$ cat src/rtl/seq_detect_pkg.sv
// Shared definitions for the serial pattern detector controller:
// FSM state encoding and the default pattern configuration.
package seq_detect_pkg;

    // Controller states
    typedef enum logic [1:0] {
        IDLE  = 2'd0,
        SHIFT = 2'd1,
        DONE  = 2'd2
    } state_t;

    // Default pattern: first-received bit is the MSB
    localparam int unsigned       DEF_PAT_W   = 4;
    localparam logic [DEF_PAT_W-1:0] DEF_PATTERN = 4'b1101;

endpackage

$ cat src/rtl/seq_detect_ctrl_pattern_matcher.sv
// Serial pattern matcher: keeps the last PAT_W received bits and a fill
// count so a match is only reported once PAT_W bits have been seen since
// the last clear. hit is the combinational match for the bit presented this
// cycle; match is the same event registered into a one-cycle pulse.
module pattern_matcher import seq_detect_pkg::*; #(
    parameter int unsigned          PAT_W   = DEF_PAT_W,
    parameter logic [PAT_W-1:0]     PATTERN = DEF_PATTERN
) (
    input  logic clk,
    input  logic reset,
    input  logic data_bit,
    input  logic bit_valid,
    input  logic clear,
    output logic hit,
    output logic match
);

    localparam int unsigned         FILL_W   = $clog2(PAT_W + 1);
    localparam logic [FILL_W-1:0]   FILL_MAX = FILL_W'(PAT_W);

    logic [PAT_W-1:0]  hist;
    logic [PAT_W-1:0]  hist_nxt;
    logic [FILL_W-1:0] fill;
    logic [FILL_W-1:0] fill_nxt;

    // A single-bit pattern has no older history to shift
    generate
        if (PAT_W == 1) begin : g_hist_one
            assign hist_nxt = data_bit;
        end else begin : g_hist_many
            assign hist_nxt = {hist[PAT_W-2:0], data_bit};
        end
    endgenerate

    assign fill_nxt = (fill == FILL_MAX) ? fill : fill + 1'b1;
    assign hit      = bit_valid && (hist_nxt == PATTERN) && (fill_nxt == FILL_MAX);

    // History, fill count and registered match pulse
    always_ff @(posedge clk or posedge reset) begin
        if (reset) begin
            hist  <= '0;
            fill  <= '0;
            match <= 1'b0;
        end else if (clear) begin
            hist  <= '0;
            fill  <= '0;
            match <= 1'b0;
        end else begin
            match <= hit;
            if (bit_valid) begin
                hist <= hist_nxt;
                fill <= fill_nxt;
            end
        end
    end

endmodule

$ cat src/rtl/seq_detect_ctrl.sv
// Word-to-serial controller for the pattern detector. Accepts a word over
// valid/ready, shifts it out MSB-first one bit per bit_en tick, counts
// (overlapping) matches with a saturating counter and pulses done when the
// word is consumed.
// Optional build macro SEQ_DETECT_CARRY_HIST_EN: keep matcher history across
// words so patterns straddling a word boundary are detected.
module seq_detect_ctrl import seq_detect_pkg::*; #(
    parameter int unsigned      WORD_W  = 8,
    parameter int unsigned      PAT_W   = DEF_PAT_W,
    parameter logic [PAT_W-1:0] PATTERN = DEF_PATTERN,
    parameter int unsigned      CNT_W   = 4
) (
    input  logic              clk,
    input  logic              reset,
    input  logic [WORD_W-1:0] in_data,
    input  logic              in_valid,
    output logic              in_ready,
    input  logic              bit_en,
    output logic              cur_bit,
    output logic              busy,
    output logic              match,
    output logic [CNT_W-1:0]  match_count,
    output logic              done
);

    localparam int unsigned       IDX_W    = $clog2(WORD_W + 1);
    localparam logic [IDX_W-1:0]  LAST_IDX = IDX_W'(WORD_W - 1);

    state_t            state;
    state_t            state_nxt;
    logic [WORD_W-1:0] shreg;
    logic [IDX_W-1:0]  bit_idx;
    logic              load;
    logic              consume;
    logic              last_bit;
    logic              hit;
    logic              clear;

    assign load     = (state == IDLE) && in_valid;
    assign consume  = (state == SHIFT) && bit_en;
    assign last_bit = (bit_idx == LAST_IDX);

    assign in_ready = (state == IDLE);
    assign busy     = (state == SHIFT);
    assign done     = (state == DONE);
    assign cur_bit  = busy ? shreg[WORD_W-1] : 1'b0;

`ifdef SEQ_DETECT_CARRY_HIST_EN
    assign clear = 1'b0;
`else
    assign clear = load;
`endif

    // State register
    always_ff @(posedge clk or posedge reset) begin
        if (reset) begin
            state <= IDLE;
        end else begin
            state <= state_nxt;
        end
    end

    // Next-state logic
    always_comb begin
        state_nxt = state;
        case (state)
            IDLE:    if (in_valid) state_nxt = SHIFT;
            SHIFT:   if (bit_en && last_bit) state_nxt = DONE;
            DONE:    state_nxt = IDLE;
            default: state_nxt = IDLE;
        endcase
    end

    // Shift register, bit index and saturating match counter
    always_ff @(posedge clk or posedge reset) begin
        if (reset) begin
            shreg       <= '0;
            bit_idx     <= '0;
            match_count <= '0;
        end else if (load) begin
            shreg       <= in_data;
            bit_idx     <= '0;
            match_count <= '0;
        end else if (consume) begin
            shreg   <= {shreg[WORD_W-2:0], 1'b0};
            bit_idx <= bit_idx + 1'b1;
            if (hit && (match_count != {CNT_W{1'b1}})) begin
                match_count <= match_count + 1'b1;
            end
        end
    end

    pattern_matcher #(
        .PAT_W   (PAT_W),
        .PATTERN (PATTERN)
    ) u_matcher (
        .clk       (clk),
        .reset     (reset),
        .data_bit  (cur_bit),
        .bit_valid (consume),
        .clear     (clear),
        .hit       (hit),
        .match     (match)
    );

endmodule

$ cat config.mk
export PLATFORM = sky130hd
export DESIGN_NAME = seq_detect_ctrl
export DESIGN_NICKNAME = d
export VERILOG_FILES = /design/src/rtl/seq_detect_pkg.sv /design/src/rtl/seq_detect_ctrl_pattern_matcher.sv /design/src/rtl/seq_detect_ctrl.sv
export SDC_FILE = /design/constraint.sdc
export NUM_CORES = 1
export LEC_CHECK = 0
export CAP_MARGIN = 0
export CORE_ASPECT_RATIO = 1.25
export CORE_UTILIZATION = 45
export CTS_CLUSTER_DIAMETER = 40
export DETAILED_ROUTE_END_ITERATION = 7
export PLACE_DENSITY = 0.76
export SYNTH_ARGS = -nofsm -noshare
export SYNTH_HDL_FRONTEND = slang
export SYNTH_SLANG_ARGS = --single-unit
export TNS_END_PERCENT = 10
$ cat constraint.sdc
create_clock -name clk -period 1.84 [get_ports clk]
set_input_delay 0.46 -clock clk [delete_from_list [all_inputs] [get_ports clk]]
set_output_delay 0.46 -clock clk [all_outputs]
set_load 0.005 [all_outputs]
Word level (Yosys, flattened, before mapping) --
Cells that the tools add are included.
Word-level totals: bits of input ports 12, logic and storage cells 47, output and inout port bits 9, register bits 25
Cells by class: reductions and logical operators 11, eq/ne operators 9, add/sub/neg operators 3, muxes and demuxes 17
Operators with widths (count):
- 4-bit two-way mux | 5
- 8-bit two-way mux | 2
- 3-bit two-way mux | 5
- 4-bit by 1-bit adder with 4-bit output (second input constant) | 2
- 3-bit equality test (second input constant) | 2
- 1-bit logical AND | 6
- 4-bit by 3-bit equality test with 1-bit output (second input constant) | 1
- 4-bit equality test (second input constant) | 1
- 2-bit two-way mux | 2
- 4-bit != test (second input constant) | 1
- 2-bit case mux with 2 select lines | 1
- 2-bit AND reduction | 2
- 2-bit nonzero test | 2
- 3-bit by 1-bit adder with 3-bit output (second input constant) | 1
- 2-bit by 1-bit equality test with 1-bit output (second input constant) | 1
- 2-bit equality test (second input constant) | 1
- 2-bit logical NOT | 1
- 1-bit two-way mux | 2
- 2-bit by 1-bit != test with 1-bit output (second input constant) | 1
- 2-bit != test (second input constant) | 1

Logic depth before layout (Yosys ltp) --
Gate-level depths: netlist (run 1).
depth in word-level cells 9, gate-level depth with buffers 7, gate-level depth less buffers 7

Modules after synthesis --
From an unflattened synthesis (run 1), not the netlist that was laid out.
Second synthesis, totals: cells, all modules 119, area, all modules 1280.0 um2
By module, submodules not included:
- seq_detect_ctrl | cells an instance 84, instances 1, seq. area each 450.4 um2, area an instance 902.1 um2
- pattern_matcher | cells an instance 35, instances 1, seq. area each 175.2 um2, area an instance 377.9 um2

Least setup slack after synthesis (run 1) --
OpenSTA, ideal clock, no wires.
path kind flip-flop to flip-flop, start point register u_matcher.fill[0], end point register match_count[0], arrival 1655 ps, cell stages (with the launch flop) 8, path buffers 0, data required time 1701 ps, path slack 47 ps, clock period less this slack 1793 ps, setup time 139 ps, path through dfrtp_1 -> inv_1 -> ha_1 -> or3b_1 -> a211oi_2 -> o211a_1 -> xnor2_1 -> nor2_1
Between the ends: longest elaborated chain between the ends 7, elaborated cells on any way between the ends 8, classes of those cells add/sub: 1; eq/ne: 2; mux: 1; reduce/logical: 4
RTL lines:
- start: declaration | line seq_detect_ctrl_pattern_matcher.sv:23 | logic [FILL_W-1:0] fill;
- start signal: assignment | line seq_detect_ctrl_pattern_matcher.sv:52 | fill <= fill_nxt;
- 3-bit by 1-bit adder with 3-bit output or 3-bit equality test (tied branches) | line seq_detect_ctrl_pattern_matcher.sv:35 | assign fill_nxt = (fill == FILL_MAX) ? fill : fill + 1'b1;
- 3-bit two-way mux * | line seq_detect_ctrl_pattern_matcher.sv:35
- 3-bit equality test * | line seq_detect_ctrl_pattern_matcher.sv:36 | assign hit = bit_valid && (hist_nxt == PATTERN) && (fill_nxt == FILL_MAX);
- 1-bit logical AND * | line seq_detect_ctrl_pattern_matcher.sv:36
- 1-bit logical AND * | line seq_detect_ctrl.sv:87 | if (hit && (match_count != {CNT_W{1'b1}})) begin
- 2-bit nonzero test (no line) *
- 2-bit AND reduction (no line) *
- end signal: assignment | line seq_detect_ctrl.sv:88 | match_count <= match_count + 1'b1;
- end: declaration | line seq_detect_ctrl.sv:22 | output logic [CNT_W-1:0] match_count,
Mark *: on every way between the ends. The rest lies on a longest branch, timed or not. A chain may end at the register's enable or synchronous reset.

Worst setup path in the final report (run 1) --
Same ends and word-level chain as after synthesis.

==> results of run 1 <==
==> power by group through the flow <==
stage / clock [mW] / sequential [mW] / combinational (mW)
CTS: 0.258 / 0.873 / 0.847
detailed placement: 0 / 0.893 / 0.819
global route: 0.284 / 0.898 / 0.974
floorplan: 0 / 0.859 / 0.507
finish: 0.251 / 0.875 / 0.865
global placement: 0 / 0.887 / 0.788
==> cell type report <==
type                            count  area [µm²]
Clock buffer                        3        22.5
Clock inverter                      1        7.51
Fill cell                         210         897
Inverter                            3        11.3
Multi-Input combinational cell     91         559
Sequential cell                    25         627
Tap cell                           33        41.3
Timing Repair Buffer               35         312
==> metal layers <==
| metal | vias to the layer above | track usage |
|---|---|---|
| li1 | 496 | - |
| met1 | 487 | 0.277 |
| met2 | 27 | 0.318 |
| met3 | 4 | 0.0272 |
| met4 | 0 | 0.0833 |
| met5 | - | 0 |
==> state kept, by name, summed over array words and instances (netlist names) <==
register,count
shreg,8
bit_idx,4
match_count,4
u_matcher.fill,3
u_matcher.hist,3
state,2
u_matcher.match,1
==> worst register-to-register path, stage by stage (launching register included) <==
cell and delay (ns):
dfrtp_1 0.39, inv_1 0.07, ha_2 0.19, or3b_1 0.36, a211oi_2 0.31, o211a_1 0.22
xnor2_1 0.13, nor2_1 0.06
==> cell families after synthesis <==
kind of cell | after synthesis | synth area share
AO/OA/AOI/OAI | 23 | 0.137
adder cells (fa/ha/maj) | 4 | 0.0416
flip-flops | 25 | 0.520
AND/OR/NAND/NOR | 58 | 0.235
buffers and inverters | 6 | 0.0208
multiplexers | 1 | 0.00832
XOR/XNOR | 5 | 0.0364
==> through the flow <==
| stage | hold WS, ns | TNS, ns | instance area [µm²] | setup slack, ns |
|---|---|---|---|---|
| after floorplan | 0.442 | 0 | 1200 | 0.0467 |
| after global routing | 0.523 | -0.206 | 1580 | -0.0850 |
| after global placement | 0.452 | -0.0385 | 1510 | -0.0385 |
| after detailed placement | 0.461 | -0.203 | 1510 | -0.0926 |
| after CTS | 0.487 | 0 | 1570 | 0.00164 |
| final | 0.473 | 0 | 1580 | 0.0263 |
==> path summary, 6_finish.rpt <==
kind | start | endpoint | slack [ns] | cells after the start
worst max-delay path | u_matcher.fill[0] | match_count[0] | 0.03 | 7
worst min-delay path | reset | match_count[3] | 0.47 | 3
worst max register to register | u_matcher.fill[0] | match_count[0] | 0.03 | 7
worst min register to register | shreg[1] | shreg[1] | 0.49 | 2
max in group asynchronous | reset | state[1] | 1.11 | 3
min in group clk | shreg[1] | shreg[1] | 0.49 | 2
==> synth_stat cells, types with 2 or more instances <==
library cell	number
xnor2_1	2
buf_2	2
and4b_1	3
a21oi_1	3
a31oi_1	6
dfrtp_1	25
nand3_1	3
ha_1	4
nor3_1	2
inv_1	3
a22o_1	3
xor2_1	3
nand2_1	28
o21ai_0	3
nor2_1	12
and2_1	2
==> what timing repair did <==
item	4_1_cts	5_1_grt
buffers inserted	3	1
gates cloned	0	0
pin swaps	1	3
setup endpoints to repair	5	5
gates resized for setup	7	2
==> results.py, run 1 <==
metrics = {
    "status": {
        "status": "completed",
    },
    "global_route": {
        "antenna_found_initial": 0,
        "grt_max_degree": 26,
        "grt_overflow": 0,
        "grt_pass1_vias": 964,
        "grt_pass1_wl_mm": 4.15,
        "grt_usage": 0.204,
    },
    "detailed_routing": {
        "drt_first_pass_iters": 4,
        "maxUsedRoutingLayer": "met4",
        "met1Wirelength_mm": 1.13,
        "dr_total_vias": 1014,
        "wl_per_cell_um": 12.7,
        "wirelength_mm": 2.43,
        "antenna_left": 0,
        "drc_errors": 0,
        "wl_met3_um": 70,
        "vias_per_cell": 5.31,
        "wl_met2_mm": 1.20,
        "drt_iter0_markers": 32,
    },
    "hold_path": {
        "hold_class": "in2async",
    },
    "job": {
        "cap_viol_max_count": 0,
    },
    "finish": {
        "final_cell_mix": "28 x nand2_1, 24 x dfrtp_1, 16 x clkdlybuf4s50_1",
        "drive_gt1_frac": 0.165,
        "instances_no_fill": 191,
        "design.final.nets": 175,
        "layout_commonest_cell": "nand2_1",
        "fin_util": 0.638,
        "syn_to_final_growth_pct": 31.4,
        "diodes": 0,
    },
    "logic_synthesis": {
        "synth_cell_types": 34,
        "synth_ff_type": "dfrtp_1",
        "synth_area_leader_cell": "dfrtp_1",
        "synthCells": 122,
        "syn_avg_cell_area_um2": 9.86,
        "synth_edf_count": 0,
        "yosysTopAreaCellShare": 0.520,
        "ys.warnings.count": 0,
        "synth-seq-cells": 25,
        "async_flop_share": 1.00,
        "ys_seq_area_frac": 0.520,
        "synth_area_leaders": "dfrtp_1 52%, nand2_1 8.7%, ha_1 4.2%",
        "syn_area_mm2": 0.00120,
        "syn_nets": 138,
    },
    "timing": {
        "fin_skew_ns": 0.00548,
        "fmax_ghz": 0.551,
        "finalCriticalPeriod_ns": 1.81,
        "rsz0062_at_grt": "yes",
        "relSlewSlack": 0.683,
        "finalHoldViolations": 0,
        "max_slew.worst_pin.slew_ns": 0.474,
        "finalCritPeriodShare": 0.986,
        "setup_violations": 0,
        "maxSlewViolCount": 0,
    },
    "floorplanning": {
        "die-area_mm2": 0.00288,
        "fp.dieH_um": 59.8,
        "io_pins": 21,
        "rows": 20,
        "die_w_um": 48.2,
        "initial_core_util": 0.485,
        "core_area_mm2": 0.00248,
    },
    "placed_design": {
        "io_buffers": 20,
        "dp.cells": 183,
        "hpwlAfterDp_mm": 1.75,
        "gp_congestion": 0.802,
    },
    "worst_setup_path": {
        "cp_cell_sequence": "inv_1 -> ha_2 -> or3b_1 -> a211oi_2 -> o211a_1 -> xnor2_1 -> nor2_1",
        "path_delay_family": "compound AO/OA/AOI/OAI gates",
        "arrival_ns": 2.04,
        "crit_buf_inv": 1,
        "path_class": "reg2reg",
        "cp.required_ns": 2.07,
        "worst_setup_path_end_kind": "flip-flop",
        "critical-path-slowest-cell": "dfrtp_1",
        "cp_max_fo": 3,
        "slowest_delay_ns": 0.39,
        "start_kind": "flip-flop",
    },
    "power_and_ir_drop": {
        "powerDensity_mw_per_mm2": 1260,
        "p_seq_frac": 0.440,
        "p_int_mw": 1.28,
        "p_sw_frac": 0.356,
        "vdd_ir_drop_max_mv": 0.819,
        "p_clk_frac": 0.126,
        "power.switching_mw": 0.709,
        "combPwrFrac": 0.434,
        "power.leakage_nw": 0.752,
        "power.total_mw": 1.99,
    },
    "clocking": {
        "clock-sinks": 25,
        "htree_levels": 1,
        "path_clk_slew_ns": 0.14,
        "cts_hold_repair.buffers": 0,
        "root_buffer": "clkbuf_4",
        "cts_tree": "built",
        "clockBufferDepth": 2,
        "clk_latency_ns": 0.32,
        "cts_buffers": 3,
    },
}
Power figures use the tool's default switching activity.
==> inputs of run 2 (changes only) <==
--- a/config.mk
+++ b/config.mk
@@ -6,7 +6,7 @@
 export NUM_CORES = 1
 export LEC_CHECK = 0
 export CAP_MARGIN = 0
-export CORE_ASPECT_RATIO = 1.25
+export CORE_ASPECT_RATIO = 1.2
 export CORE_UTILIZATION = 45
 export CTS_CLUSTER_DIAMETER = 40
 export DETAILED_ROUTE_END_ITERATION = 7
==> run 2 against run 1 <==
Clock power fell by 4%. Highest routed layer unchanged. Total power rose by 3.2%. Critical path type unchanged. Sequential share of layout area fell by 0.39 points. Largest power group is now combinational logic. Non-clock buffer count rose by 1. The run now ends with setup timing left. Clock-buffer cell count rose by 1. Design area rose by 0.79%. Register-to-register slack got worse by 0.03 ns.
==> results.py, run 2 (same netlist as run 1, synthesis figures left out) <==
metrics = {
    "status": {
        "status": "finished with violations",
        "violations": "setup timing",
    },
    "finish": {
        "regMostFlops": "shreg",
        "final_cell_mix": "28 x nand2_1, 25 x dfrtp_1, 16 x clkdlybuf4s50_1",
        "syn_to_final_growth_pct": 32.5,
        "layout_commonest_cell": "nand2_1",
        "design.final.nets": 176,
        "drive_gt1_frac": 0.170,
        "fin_util": 0.630,
        "top_regs": "shreg x8, bit_idx x4, match_count x4",
        "largest_reg_flops": 8,
        "num-fill-cells": 222,
        "diodes": 0,
    },
    "worst_setup_path": {
        "critical-path-slowest-cell": "dfrtp_1",
        "worst_setup_path_end_kind": "flip-flop",
        "cp_cell_sequence": "ha_2 -> or3b_4 -> a211oi_4 -> o211a_1 -> xnor2_1 -> nor2_1",
        "arrival_ns": 2.06,
        "start_kind": "flip-flop",
        "path_class": "reg2reg",
        "cp.required_ns": 2.06,
        "slowest_delay_ns": 0.43,
        "cp_max_fo": 3,
    },
    "hold_path": {
        "hold_class": "in2async",
    },
    "timing": {
        "rsz0062_at_grt": "yes",
        "finalHoldViolations": 0,
        "finalCriticalPeriod_ns": 1.84,
        "finalCritPeriodShare": 1.00,
        "setup_violations": 1,
        "fmax_ghz": 0.542,
        "max_slew.worst_pin.slew_ns": 0.486,
        "layout_setup_ws_ns": -0.00381,
        "maxSlewViolCount": 0,
        "fin_skew_ns": 0.00228,
        "relSlewSlack": 0.675,
    },
    "global_route": {
        "grt_max_degree": 26,
        "antenna_found_initial": 0,
        "grt_overflow": 0,
        "grt_pass1_wl_mm": 4.20,
        "grt_pass1_vias": 938,
        "grt_usage": 0.192,
    },
    "detailed_routing": {
        "drt_iter0_markers": 14,
        "dr_total_vias": 1004,
        "antenna_left": 0,
        "vias_per_cell": 5.23,
        "drc_errors": 0,
        "wirelength_mm": 2.47,
        "wl_per_cell_um": 12.9,
        "drt_first_pass_iters": 4,
    },
    "clocking": {
        "root_buffer": "clkbuf_4",
        "clk_latency_ns": 0.31,
        "cts_buffers": 3,
        "cts_tree": "built",
        "htree_levels": 1,
        "clockBufferDepth": 2,
        "cts_hold_repair.buffers": 0,
        "path_clk_slew_ns": 0.13,
        "clock-sinks": 25,
    },
    "power_and_ir_drop": {
        "vdd_ir_drop_max_mv": 0.890,
        "power.total_mw": 2.05,
        "powerDensity_mw_per_mm2": 1290,
        "power.leakage_nw": 0.759,
    },
    "job": {
        "cap_viol_max_count": 0,
    },
    "placed_design": {
        "gp_congestion": 0.847,
        "hpwlAfterDp_mm": 1.80,
        "io_buffers": 20,
    },
    "floorplanning": {
        "core_area_mm2": 0.00253,
        "fp.dieH_um": 58.6,
        "die-area_mm2": 0.00288,
        "rows": 20,
        "io_pins": 21,
        "initial_core_util": 0.476,
        "die_w_um": 49.2,
    },
}
## run 2: layout make-up
class                           instances  area, µm²  area share
Sequential cell                        25        626       0.393
Tap cell                               33       41.3      0.0259
Timing Repair Buffer                   36        319       0.200
Inverter                                3       11.3     0.00707
Clock buffer                            4       26.3      0.0165
Multi-Input combinational cell         91        569       0.357
## run 2: timing repair
action	CTS	global route
setup endpoints to repair	7	4
cloned	0	0
setup buffers	2	2
pin swaps	3	2
resized for setup	6	6
## run 2: worst paths after layout
check                                   from                end  slack [ns]  cells after the start
setup reg to reg           u_matcher.fill[0]     match_count[0]      -0.004                      6
hold reg to reg            u_matcher.hist[2]  u_matcher.hist[2]        0.49                      1
max in group asynchronous              reset           shreg[4]        1.14                      3
min in group clk           u_matcher.hist[2]  u_matcher.hist[2]        0.49                      1
setup / recovery           u_matcher.fill[0]     match_count[0]      -0.004                      6
hold / removal                         reset  u_matcher.fill[2]        0.47                      3
## run 2: critical path: cells and delay by family, from the launching register on
family,cells,cell delay [ns]
DFF,1,0.43
and+or+nand+nor,2,0.46
xor gates and xnor gates,1,0.13
adders and majority gates,1,0.21
AOI/OAI and AO/OA,2,0.52
## run 2: per-layer routing
layer / up-vias / part of all wire / global-route usage
li1: 497 / - / -
met5: - / 0 / 0
met4: 0 / 0.0089 / 0.0630
met1: 488 / 0.42 / 0.225
met3: 2 / 0.028 / 0.0336
met2: 17 / 0.54 / 0.352
## run 2: report_power, final
part           total (mW)  leakage, nW  switching, mW  internal [mW]
clock network       0.242       0.0150          0.157         0.0848
registers           0.879        0.322          0.137          0.742
logic               0.933        0.423          0.439          0.494
total                2.05        0.759          0.733           1.32
## run 2: stage by stage
step                      cell area, µm²  setup TNS (ns)  hold WS, ns  setup slack, ns  instances
final                               1590        -0.00381        0.468         -0.00381        192
after global routing                1590          -0.275        0.485          -0.0920        192
after CTS                           1560               0        0.479          0.00827        190
after detailed placement            1520          -0.282        0.459           -0.100        184
after global placement              1520          -0.163        0.453          -0.0534        184
after floorplan                     1200               0        0.442           0.0467        122
